File: src/rtl/camera_stream_if.sv
// camera_stream_if: pixel stream bundle between the camera source and its sink.
//   data_valid : source has a pixel on data_out
//   data_ready : sink accepts the pixel this cycle
//   data_out   : pixel value, DW bits
//   sof/eol/eof: first-of-frame / last-of-line / last-of-frame markers,
//                qualified by data_valid
interface camera_stream_if #(
  parameter int unsigned DW = 8
);
  logic          data_valid;
  logic          data_ready;
  logic [DW-1:0] data_out;
  logic          sof;
  logic          eol;
  logic          eof;

  modport master (
    output data_valid, data_out, sof, eol, eof,
    input  data_ready
  );

  modport slave (
    input  data_valid, data_out, sof, eol, eof,
    output data_ready
  );
endinterface

File: src/rtl/camera_stream.sv
// camera_stream: raster frame source for the image-filter pipeline.
// Emits IMG_W x IMG_H pixel frames from a selectable pattern generator
// (ramp, checkerboard, fixed table, constant fill) with valid/ready
// backpressure, frame/line markers and a completed-frame counter.
// Optional macro CAMERA_BLANKING_EN inserts HBLANK idle cycles between lines
// and VBLANK idle cycles after each frame.
// Ports:
//   clk, rst    : clock, synchronous active-high reset
//   camera_en   : start a frame at a frame boundary when high
//   mode        : pattern select (0 ramp, 1 checker, 2 table, 3 fill), latched at frame start
//   fill_value  : constant pixel for mode 3, latched at frame start
//   vid         : pixel stream (master side)
//   busy        : high from frame start until the frame (and VBLANK) completes
//   frame_cnt   : completed frame count, wraps
module camera_stream #(
  parameter int unsigned DW        = 8,
  parameter int unsigned IMG_W     = 4,
  parameter int unsigned IMG_H     = 3,
  parameter int unsigned CHK_SHIFT = 1,
  parameter int unsigned HBLANK    = 2,
  parameter int unsigned VBLANK    = 4
) (
  input  logic                  clk,
  input  logic                  rst,
  input  logic                  camera_en,
  input  logic [1:0]            mode,
  input  logic [DW-1:0]         fill_value,
  camera_stream_if.master       vid,
  output logic                  busy,
  output logic [15:0]           frame_cnt
);

  localparam int unsigned CW = $clog2(IMG_W);
  localparam int unsigned RW = $clog2(IMG_H);
  localparam logic [CW-1:0] COL_LAST = CW'(IMG_W - 1);
  localparam logic [RW-1:0] ROW_LAST = RW'(IMG_H - 1);

  typedef enum logic [1:0] {
    S_IDLE   = 2'd0,
    S_ACTIVE = 2'd1,
    S_HBLANK = 2'd2,
    S_VBLANK = 2'd3
  } state_t;

  state_t        state, state_n;
  logic [RW-1:0] row, row_n;
  logic [CW-1:0] col, col_n;
  logic          start;       // a frame begins at this edge
  logic          frame_done;  // eof pixel transfers at this edge
  logic          xfer;

  logic [1:0]    mode_q, mode_eff;
  logic [DW-1:0] fill_q, fill_eff;

  logic          valid_q, valid_n;
  logic [DW-1:0] data_q,  data_n;
  logic          sof_q,   sof_n;
  logic          eol_q,   eol_n;
  logic          eof_q,   eof_n;
  logic          busy_n;

`ifdef CAMERA_BLANKING_EN
  localparam int unsigned BLANK_MAX = (HBLANK > VBLANK) ? HBLANK : VBLANK;
  localparam int unsigned BW        = (BLANK_MAX > 1) ? $clog2(BLANK_MAX) : 1;
  localparam logic [BW-1:0] HB_LOAD = BW'((HBLANK > 0) ? HBLANK - 1 : 0);
  localparam logic [BW-1:0] VB_LOAD = BW'((VBLANK > 0) ? VBLANK - 1 : 0);
  logic [BW-1:0] blank_cnt, blank_n;
`else
  // Blanking counts are accepted but have no effect without CAMERA_BLANKING_EN.
  if ((HBLANK > 32'hFFFF) || (VBLANK > 32'hFFFF)) begin : g_blank_cfg_ignored
  end
`endif

  assign xfer = valid_q && vid.data_ready;

  // Pattern selection is taken live at the start edge, latched afterwards.
  assign mode_eff = start ? mode       : mode_q;
  assign fill_eff = start ? fill_value : fill_q;

  function automatic logic [7:0] table_byte(input logic [3:0] i);
    case (i)
      4'd0:    table_byte = 8'hBC;
      4'd1:    table_byte = 8'h27;
      4'd2:    table_byte = 8'h81;
      4'd3:    table_byte = 8'hFF;
      4'd4:    table_byte = 8'hCE;
      4'd5:    table_byte = 8'h1F;
      4'd6:    table_byte = 8'hE0;
      4'd7:    table_byte = 8'hA9;
      4'd8:    table_byte = 8'h38;
      4'd9:    table_byte = 8'h2B;
      4'd10:   table_byte = 8'hD4;
      4'd11:   table_byte = 8'h11;
      default: table_byte = 8'h00;
    endcase
  endfunction

  // Pixel value for position (r, c) under pattern m.
  function automatic logic [DW-1:0] pixel_at(
    input logic [1:0]    m,
    input logic [DW-1:0] fill,
    input logic [RW-1:0] r,
    input logic [CW-1:0] c
  );
    logic [31:0] idx;
    logic [31:0] chk;
    logic [31:0] tbl;
    idx = 32'(r) * IMG_W + 32'(c);
    chk = (32'(r) >> CHK_SHIFT) ^ (32'(c) >> CHK_SHIFT);
    tbl = {24'd0, table_byte(4'(idx % 32'd12))};
    case (m)
      2'd0:    pixel_at = DW'(idx);
      2'd1:    pixel_at = ((chk & 32'd1) != 32'd0) ? {DW{1'b1}} : {DW{1'b0}};
      2'd2:    pixel_at = DW'(tbl);
      default: pixel_at = fill;
    endcase
  endfunction

  // State register and raster position.
  always_ff @(posedge clk) begin
    if (rst) begin
      state <= S_IDLE;
      row   <= '0;
      col   <= '0;
`ifdef CAMERA_BLANKING_EN
      blank_cnt <= '0;
`endif
    end else begin
      state <= state_n;
      row   <= row_n;
      col   <= col_n;
`ifdef CAMERA_BLANKING_EN
      blank_cnt <= blank_n;
`endif
    end
  end

  // Next state, raster advance and frame boundary events.
  always_comb begin
    state_n    = state;
    row_n      = row;
    col_n      = col;
    start      = 1'b0;
    frame_done = 1'b0;
`ifdef CAMERA_BLANKING_EN
    blank_n    = blank_cnt;
`endif
    case (state)
      S_IDLE: begin
        if (camera_en) begin
          state_n = S_ACTIVE;
          row_n   = '0;
          col_n   = '0;
          start   = 1'b1;
        end
      end
      S_ACTIVE: begin
        if (xfer) begin
          if (col == COL_LAST) begin
            col_n = '0;
            if (row == ROW_LAST) begin
              row_n      = '0;
              frame_done = 1'b1;
`ifdef CAMERA_BLANKING_EN
              if (VBLANK > 0) begin
                state_n = S_VBLANK;
                blank_n = VB_LOAD;
              end else if (camera_en) begin
                start = 1'b1;
              end else begin
                state_n = S_IDLE;
              end
`else
              if (camera_en) begin
                start = 1'b1;
              end else begin
                state_n = S_IDLE;
              end
`endif
            end else begin
              row_n = row + RW'(1);
`ifdef CAMERA_BLANKING_EN
              if (HBLANK > 0) begin
                state_n = S_HBLANK;
                blank_n = HB_LOAD;
              end
`endif
            end
          end else begin
            col_n = col + CW'(1);
          end
        end
      end
`ifdef CAMERA_BLANKING_EN
      S_HBLANK: begin
        if (blank_cnt == '0) begin
          state_n = S_ACTIVE;
        end else begin
          blank_n = blank_cnt - BW'(1);
        end
      end
      S_VBLANK: begin
        if (blank_cnt == '0) begin
          if (camera_en) begin
            state_n = S_ACTIVE;
            start   = 1'b1;
          end else begin
            state_n = S_IDLE;
          end
        end else begin
          blank_n = blank_cnt - BW'(1);
        end
      end
`endif
      default: state_n = S_IDLE;
    endcase
  end

  // Output values for the next cycle; a stalled pixel recomputes to itself.
  always_comb begin
    valid_n = (state_n == S_ACTIVE);
    busy_n  = (state_n != S_IDLE);
    data_n  = '0;
    sof_n   = 1'b0;
    eol_n   = 1'b0;
    eof_n   = 1'b0;
    if (valid_n) begin
      data_n = pixel_at(mode_eff, fill_eff, row_n, col_n);
      sof_n  = (row_n == '0) && (col_n == '0);
      eol_n  = (col_n == COL_LAST);
      eof_n  = (col_n == COL_LAST) && (row_n == ROW_LAST);
    end
  end

  // Output registers, pattern latch and frame counter.
  always_ff @(posedge clk) begin
    if (rst) begin
      valid_q   <= 1'b0;
      data_q    <= '0;
      sof_q     <= 1'b0;
      eol_q     <= 1'b0;
      eof_q     <= 1'b0;
      busy      <= 1'b0;
      frame_cnt <= '0;
      mode_q    <= '0;
      fill_q    <= '0;
    end else begin
      valid_q <= valid_n;
      data_q  <= data_n;
      sof_q   <= sof_n;
      eol_q   <= eol_n;
      eof_q   <= eof_n;
      busy    <= busy_n;
      if (frame_done) begin
        frame_cnt <= frame_cnt + 16'd1;
      end
      if (start) begin
        mode_q <= mode;
        fill_q <= fill_value;
      end
    end
  end

  assign vid.data_valid = valid_q;
  assign vid.data_out   = data_q;
  assign vid.sof        = sof_q;
  assign vid.eol        = eol_q;
  assign vid.eof        = eof_q;

endmodule

File: src/flat_wrapper.sv
// flat-port wrapper written by rule: the top's interface ports become plain ports
module camera_stream_flat 
#(
  parameter int unsigned DW        = 8,
  parameter int unsigned IMG_W     = 4,
  parameter int unsigned IMG_H     = 3,
  parameter int unsigned CHK_SHIFT = 1,
  parameter int unsigned HBLANK    = 2,
  parameter int unsigned VBLANK    = 4
)
  (clk, rst, camera_en, mode, fill_value, busy, frame_cnt, vid_data_valid, vid_data_out, vid_sof, vid_eol, vid_eof, vid_data_ready);
  camera_stream_if #(.DW(DW)) vid_i ();
  input  logic clk;
  input  logic rst;
  input  logic camera_en;
  input  logic [1:0] mode;
  input  logic [DW-1:0] fill_value;
  output logic busy;
  output logic [15:0] frame_cnt;
  output wire logic [$bits(vid_i.data_valid)-1:0] vid_data_valid;
  output wire logic [$bits(vid_i.data_out)-1:0] vid_data_out;
  output wire logic [$bits(vid_i.sof)-1:0] vid_sof;
  output wire logic [$bits(vid_i.eol)-1:0] vid_eol;
  output wire logic [$bits(vid_i.eof)-1:0] vid_eof;
  input wire logic [$bits(vid_i.data_ready)-1:0] vid_data_ready;
  assign vid_data_valid = vid_i.data_valid;
  assign vid_data_out = vid_i.data_out;
  assign vid_sof = vid_i.sof;
  assign vid_eol = vid_i.eol;
  assign vid_eof = vid_i.eof;
  assign vid_i.data_ready = vid_data_ready;
  camera_stream #(.DW(DW), .IMG_W(IMG_W), .IMG_H(IMG_H), .CHK_SHIFT(CHK_SHIFT), .HBLANK(HBLANK), .VBLANK(VBLANK)) u_core (.clk(clk), .rst(rst), .camera_en(camera_en), .mode(mode), .fill_value(fill_value), .vid(vid_i), .busy(busy), .frame_cnt(frame_cnt));
endmodule
File: config.mk
export PLATFORM = sky130hd
export DESIGN_NAME = camera_stream_flat
export DESIGN_NICKNAME = d
export VERILOG_FILES = /design/src/rtl/camera_stream_if.sv /design/src/rtl/camera_stream.sv /design/src/flat_wrapper.sv
export SDC_FILE = /design/constraint.sdc
export NUM_CORES = 1
export LEC_CHECK = 0
export ABC_AREA = 1
export BUFFER_PORTS_ARGS = -buffer_cell sky130_fd_sc_hd__buf_2
export CAP_MARGIN = 20
export CORE_MARGIN = 2
export CORE_UTILIZATION = 50
export CTS_BUF_LIST = sky130_fd_sc_hd__clkbuf_16
export CTS_CLUSTER_SIZE = 20
export DETAILED_ROUTE_END_ITERATION = 8
export GPL_ROUTABILITY_DRIVEN = 0
export GPL_TIMING_DRIVEN = 0
export PLACE_DENSITY = 0.73
export SYNTH_ARGS = -nofsm -noshare
export SYNTH_HDL_FRONTEND = slang
export SYNTH_SLANG_ARGS = --single-unit
File: constraint.sdc
create_clock -name clk -period 2.02 [get_ports clk]
set_input_delay 0.404 -clock clk [delete_from_list [all_inputs] [get_ports clk]]
set_output_delay 0.404 -clock clk [all_outputs]
set_load 0.01 [all_outputs]
**Yosys cells after proc, flatten, opt, wreduce, memory -nomap -nowiden**

Memories as Yosys holds them, arrays and structs flattened.
Cells that the tools add are included.

- Register bits: 45
- Input bits: 14
- Bits in read-only memories: 128
- Word-level logic and storage cells: 65
- Output and inout bits: 29
- Memories kept: 1

- Bitwise gates (word level): 2
- Reduce and logical (&&, ||, !) cells: 9
- Muxes and demuxes: 28
- Equal/unequal tests: 8
- Div/mod/pow operators: 1
- Add/subtract/negate cells: 4

Memories:

| memory | words | bits a word | read ports | clocked after Yosys merged registers in | wr ports | RTL line | RTL |
|---|---|---|---|---|---|---|---|
| (name not given) | 16 | 8 | 1 | 0 | 0 | camera_stream.sv:81 | `case (i)` |

Operators by type and width:

| operator | count |
|---|---|
| 32-bit by 4-bit modulo with 32-bit output, second input constant | 1 |
| 2-bit 2-to-1 mux | 13 |
| 8-bit case mux with 3 select lines | 1 |
| 16-bit by 1-bit adder with 16-bit output, second input constant | 1 |
| 8-bit 2-to-1 mux | 2 |
| 2-bit case mux with 2 select lines | 3 |
| 2-bit equality test, second input constant | 5 |
| 2-bit zero test | 4 |
| 1-bit 2-to-1 mux | 8 |
| 2-bit by 1-bit equality test with 1-bit output, second input constant | 3 |
| 4-bit by 2-bit adder with 5-bit output | 1 |
| 2-bit by 1-bit adder with 2-bit output, second input constant | 2 |
| 1-bit logical AND | 3 |
| 1-bit case mux with 2 select lines | 1 |
| 2-bit nonzero test | 1 |
| 2-bit OR reduction | 1 |
| 1-bit NOT | 1 |
| 1-bit bitwise XOR | 1 |

**Depth between registers and ports, before layout**

An unclocked memory read counts as a cell.

- Depth in word-level cells: 9
- Gate-level depth with buffers: 13
- Depth with buffers taken out: 13

**Worst setup path before layout**

No wires, ideal clock.

- Path type: reg-to-reg
- From: register u_core.col[0]
- To: register u_core.data_q[7], in the netlist u_core.vid.data_out[7]
- Required time: 1.902 ns
- Path slack: 0.337 ns
- Library setup time: 0.118 ns
- Data arrival time: 1.565 ns
- Period minus slack after synthesis: 1.683 ns
- Cell stages (with the launch flop): 13
- Buffers on the path: 0
- Cells stage by stage: dfxtp_1 ha_1 o21ai_0 o211ai_1 nand2_1 inv_1 ha_1 inv_1 nand2_1 nand2_1 nor2_1 nor2_1 nor2_1

- Word-level cells in the longest chain between the ends: 8
- Elaborated cells between the ends (all ways): 29
- Those cells by class: add/sub: 2; div: 1; eq/ne: 4; mux: 17; bitwise: 2; reduce/logical: 2; memory: 1

RTL lines:

| item | RTL line | RTL |
|---|---|---|
| start: declaration | camera_stream.sv:47 | `logic [CW-1:0] col, col_n;` |
| start signal: assignment | camera_stream.sv:131 | `col <= col_n;` |
| 2-bit by 1-bit adder with 2-bit output or 2-bit equality test (tied branches) | camera_stream.sv:190, camera_stream.sv:159 |  |
| 2-bit 2-to-1 mux | camera_stream.sv:159 | `if (col == COL_LAST) begin` |
| 2-bit 2-to-1 mux | camera_stream.sv:158 | `if (xfer) begin` |
| 2-bit case mux with 2 select lines * | camera_stream.sv:148 | `case (state)` |
| net u_core.col_n[0] | camera_stream.sv:47 |  |
| 4-bit by 2-bit adder with 5-bit output * | camera_stream.sv:108 | `idx = 32'(r) * IMG_W + 32'(c);` |
| 32-bit by 4-bit modulo with 32-bit output * | camera_stream.sv:110 | `tbl = {24'd0, table_byte(4'(idx % 32'd12))};` |
| memory read 16 x 8 bit * | - |  |
| 8-bit case mux with 3 select lines * | camera_stream.sv:111 | `case (m)` |
| end signal: assignment | camera_stream.sv:249 | `data_q <= data_n;` |
| end: declaration | camera_stream.sv:56 | `logic [DW-1:0] data_q, data_n;` |

Mark *: on every way through the listed nets, which the timed path passes. The rest lies on a longest branch.
A chain may end at the register's enable or synchronous reset.

**Worst setup path in the final report**

- From: register u_core.valid_q, in the netlist u_core.vid.data_valid
- To: register u_core.frame_cnt[13]

- Word-level cells in the longest chain between the ends: 3

RTL lines:

| item | RTL line | RTL |
|---|---|---|
| start: declaration | camera_stream.sv:55 | `logic valid_q, valid_n;` |
| start signal: assignment | camera_stream.sv:248 | `valid_q <= valid_n;` |
| 1-bit logical AND | camera_stream.sv:74 | `assign xfer = valid_q && vid.data_ready;` |
| 1-bit 2-to-1 mux | camera_stream.sv:158 |  |
| 1-bit 2-to-1 mux | camera_stream.sv:148 |  |
| end signal: assignment | camera_stream.sv:255 | `frame_cnt <= frame_cnt + 16'd1;` |
| end: declaration | camera_stream.sv:30 | `output logic [15:0] frame_cnt` |

No other way between the ends.

==> results.cfg <==
[die]
die_w_um = 72.6
dieArea_sq_mm = 0.00527
start_util = 0.530
pin_count = 43
fp.dieH_um = 72.6
placementRows = 24
coreArea_sq_mm = 0.00444

[sta]
setup_viol = 0
setup_ws_ns = 0.166
hold_slack_ns = 0.385
finalCriticalPeriod_ns = 1.85
fin_crit_sh = 0.918
finalMaxSlewViolations = 0
worstMarginPinSlew_ns = 0.503
fmax_mhz = 539
slew_headroom = 0.665
finalHoldViolCount = 0
clock_skew_ns = 0.00302

[global_route]
grt_max_degree = 14
antenna_found_initial = 0
grt_pass1_vias = 2045
grt_pass1_wl_mm = 8.91
globalRouteTotalUtil = 0.211
overflow = 0

[power]
p_leak_nw = 1.29
switching_power_mw = 0.432
total_power_mw = 1.98
powerDensity_mw_per_mm2 = 696
clock_power_share = 0.450
p_int_mw = 1.54
p_seq_frac = 0.466
switching_share = 0.219
share_comb_of_total_power = 0.084
vdd_ir_drop_max_uv = 414

[placed_design]
dpl_worst_slack_ns = 0.0249
io_buffers = 41
dp.final_hpwl_mm = 3.88
place_inst = 441

[setup_path]
crit_required_ns = 2.19
r2r-end = u_core.frame_cnt[13]$_SDFFE_PP0P_
rr_worst_depth = 9
cp-start-kind = flip-flop
cp-startpoint = u_core.vid.data_valid$_SDFF_PP0_
r2r_setup_slack_ns = 0.17
cp-end-kind = flip-flop
cp.arrival_ns = 2.02
path_max_fanout = 10
critical_path_class = flip-flop to flip-flop
rr_startpoint = u_core.vid.data_valid$_SDFF_PP0_
setup.worst_path.end = u_core.frame_cnt[13]$_SDFFE_PP0P_

[clock_tree]
cts_max_path_buffers = 2
cts.sinks = 45
htreeDepth = 2
root_buffer = clkbuf_16
clk_pin_slew_ns = 0.06
clock_latency_ns = 0.28
cts_tree = built
cts_made_buffers = 5

[synth]
ys.warnings.count = 0
syn_nets = 370
syn-cell-area_sq_mm = 0.00235
syn_avg_cell_area_sq_um = 6.77
synth_cell_types = 34
yosysSeqAreaShare = 0.383
ys_ff_latch = 45
synth_cells = 348

[detailed_routing]
routed_via_density = 4.99
routedWlPerCell_um = 11.5
firstDrtPassIters = 4
ant_nets = 0
route.detailed.drc = 0
wirelength_mm = 5.20
num_vias = 2250
drtIter0Drc = 159

[worst_hold_path]
holdPathStages = 3
hold_class = input port to flip-flop

[finish]
multi_input_area_sq_mm = 0.00130
syn_to_final_growth_pct = 20.6
final_cell_mix = nand2_1 (75), nor2_1 (58), dfxtp_1 (44)
drive_gt1_frac = 0.226
stdcell_count = 451
nets = 420
regArea_sq_um = 902
layout_commonest_cell = nand2_1
num_antenna_cells = 0
fillers = 426

[flow_run]
drv_cap = 0

[status]
outcome = finished clean
[critical path, cell delays in order (launching register included)]
cell and delay [ns]:
dfxtp_1 0.42, nand2_1 0.14, inv_1 0.12, nand3_1 0.16
nor2_4 0.27, nand2_2 0.16, nor3_2 0.21, nand2_1 0.10
o21ai_1 0.12, a21oi_1 0.05
[area by class of cell]
class	count	area share
inverters	43	0.0569
plain buffers	5	0.00837
clock buffers	5	0.0441
clock inverters	3	0.0132
flip-flops and latches	45	0.318
multi-input cells	255	0.459
repair buffers	43	0.0776
well taps	52	0.0229
[how the worst min path moves through the flow]
stage	slack [ns]	from	end
after detailed placement	0.45	u_core.frame_cnt[15]$_SDFFE_PP0P_	u_core.frame_cnt[15]$_SDFFE_PP0P_
after floorplan	0.45	u_core.fill_q[7]$_SDFF_PP0_	u_core.fill_q[7]$_SDFF_PP0_
after CTS	0.41	fill_value[7]	u_core.fill_q[7]$_SDFF_PP0_
final	0.39	fill_value[4]	u_core.fill_q[4]$_SDFF_PP0_
after global placement	0.45	u_core.frame_cnt[15]$_SDFFE_PP0P_	u_core.frame_cnt[15]$_SDFFE_PP0P_
after global routing	0.43	fill_value[5]	u_core.fill_q[5]$_SDFF_PP0_
[state kept, by name, summed over array words and instances (netlist names)]
signal and count:
u_core.vid.data_valid 1, u_core.fill_q 8, u_core.frame_cnt 16, u_core.row 2, u_core.busy 1, u_core.vid.eol 1, u_core.state 2, u_core.vid.sof 1
u_core.vid.eof 1, u_core.vid.data_out 8, u_core.col 2, u_core.mode_q 2
[cells by family after synthesis]
logic type,synth area share
and+or+nand+nor,0.393
buffers and inverters,0.0786
DFF,0.383
AOI/OAI and AO/OA,0.0940
adders and majority gates,0.0425
xor gates and xnor gates,0.00744
other,0.00159
[routing by layer]
layer / GRT usage / share of wire
met5: 0 / 0
met2: 0.344 / 0.44
met1: 0.285 / 0.49
met3: 0.0470 / 0.057
met4: 0.0494 / 0.0077
[timing repair]
action                                  4_1_cts  5_1_grt
hold buffers                                  0        0
endpoints found under the setup margin        0        9
buffers inserted                              0        2
resized for setup                             0       15
[power groups by stage]
stage	Sequential, mW	Clock (mW)	Combinational, mW
floorplan	0.941	0	0.110
global placement	0.938	0	0.158
detailed placement	0.939	0	0.160
CTS	0.919	0.909	0.161
global route	0.922	0.939	0.191
finish	0.920	0.890	0.166
[cell usage after synthesis (all sizes together)]
cell,instances,share of area
nand2,86,0.15
o21ai,18,0.040
nand3,29,0.066
nand4,4,0.011
ha,8,0.043
a21oi,19,0.040
nor3b,1,0.0032
or2,5,0.013
buf,3,0.0069
and3,1,0.0027
clkbuf,2,0.0032
a31oi,3,0.011
nor4,1,0.0027
o211ai,1,0.0032
conb,1,0.0016
dfxtp,45,0.38
inv,43,0.069
xor2,1,0.0037
xnor2,1,0.0037
nand3b,1,0.0032
nor2,63,0.11
nor3,12,0.032
[stage by stage]
step,instance area (sq um),setup TNS [ns],util
floorplan,2350,0,-
global placement,2630,0,0.591
detailed placement,2630,0,0.591
CTS,2790,0,0.627
global route,2840,-0.0359,0.639
finish,2840,0,0.639
No activity file was read; power rests on OpenSTA's default activity.
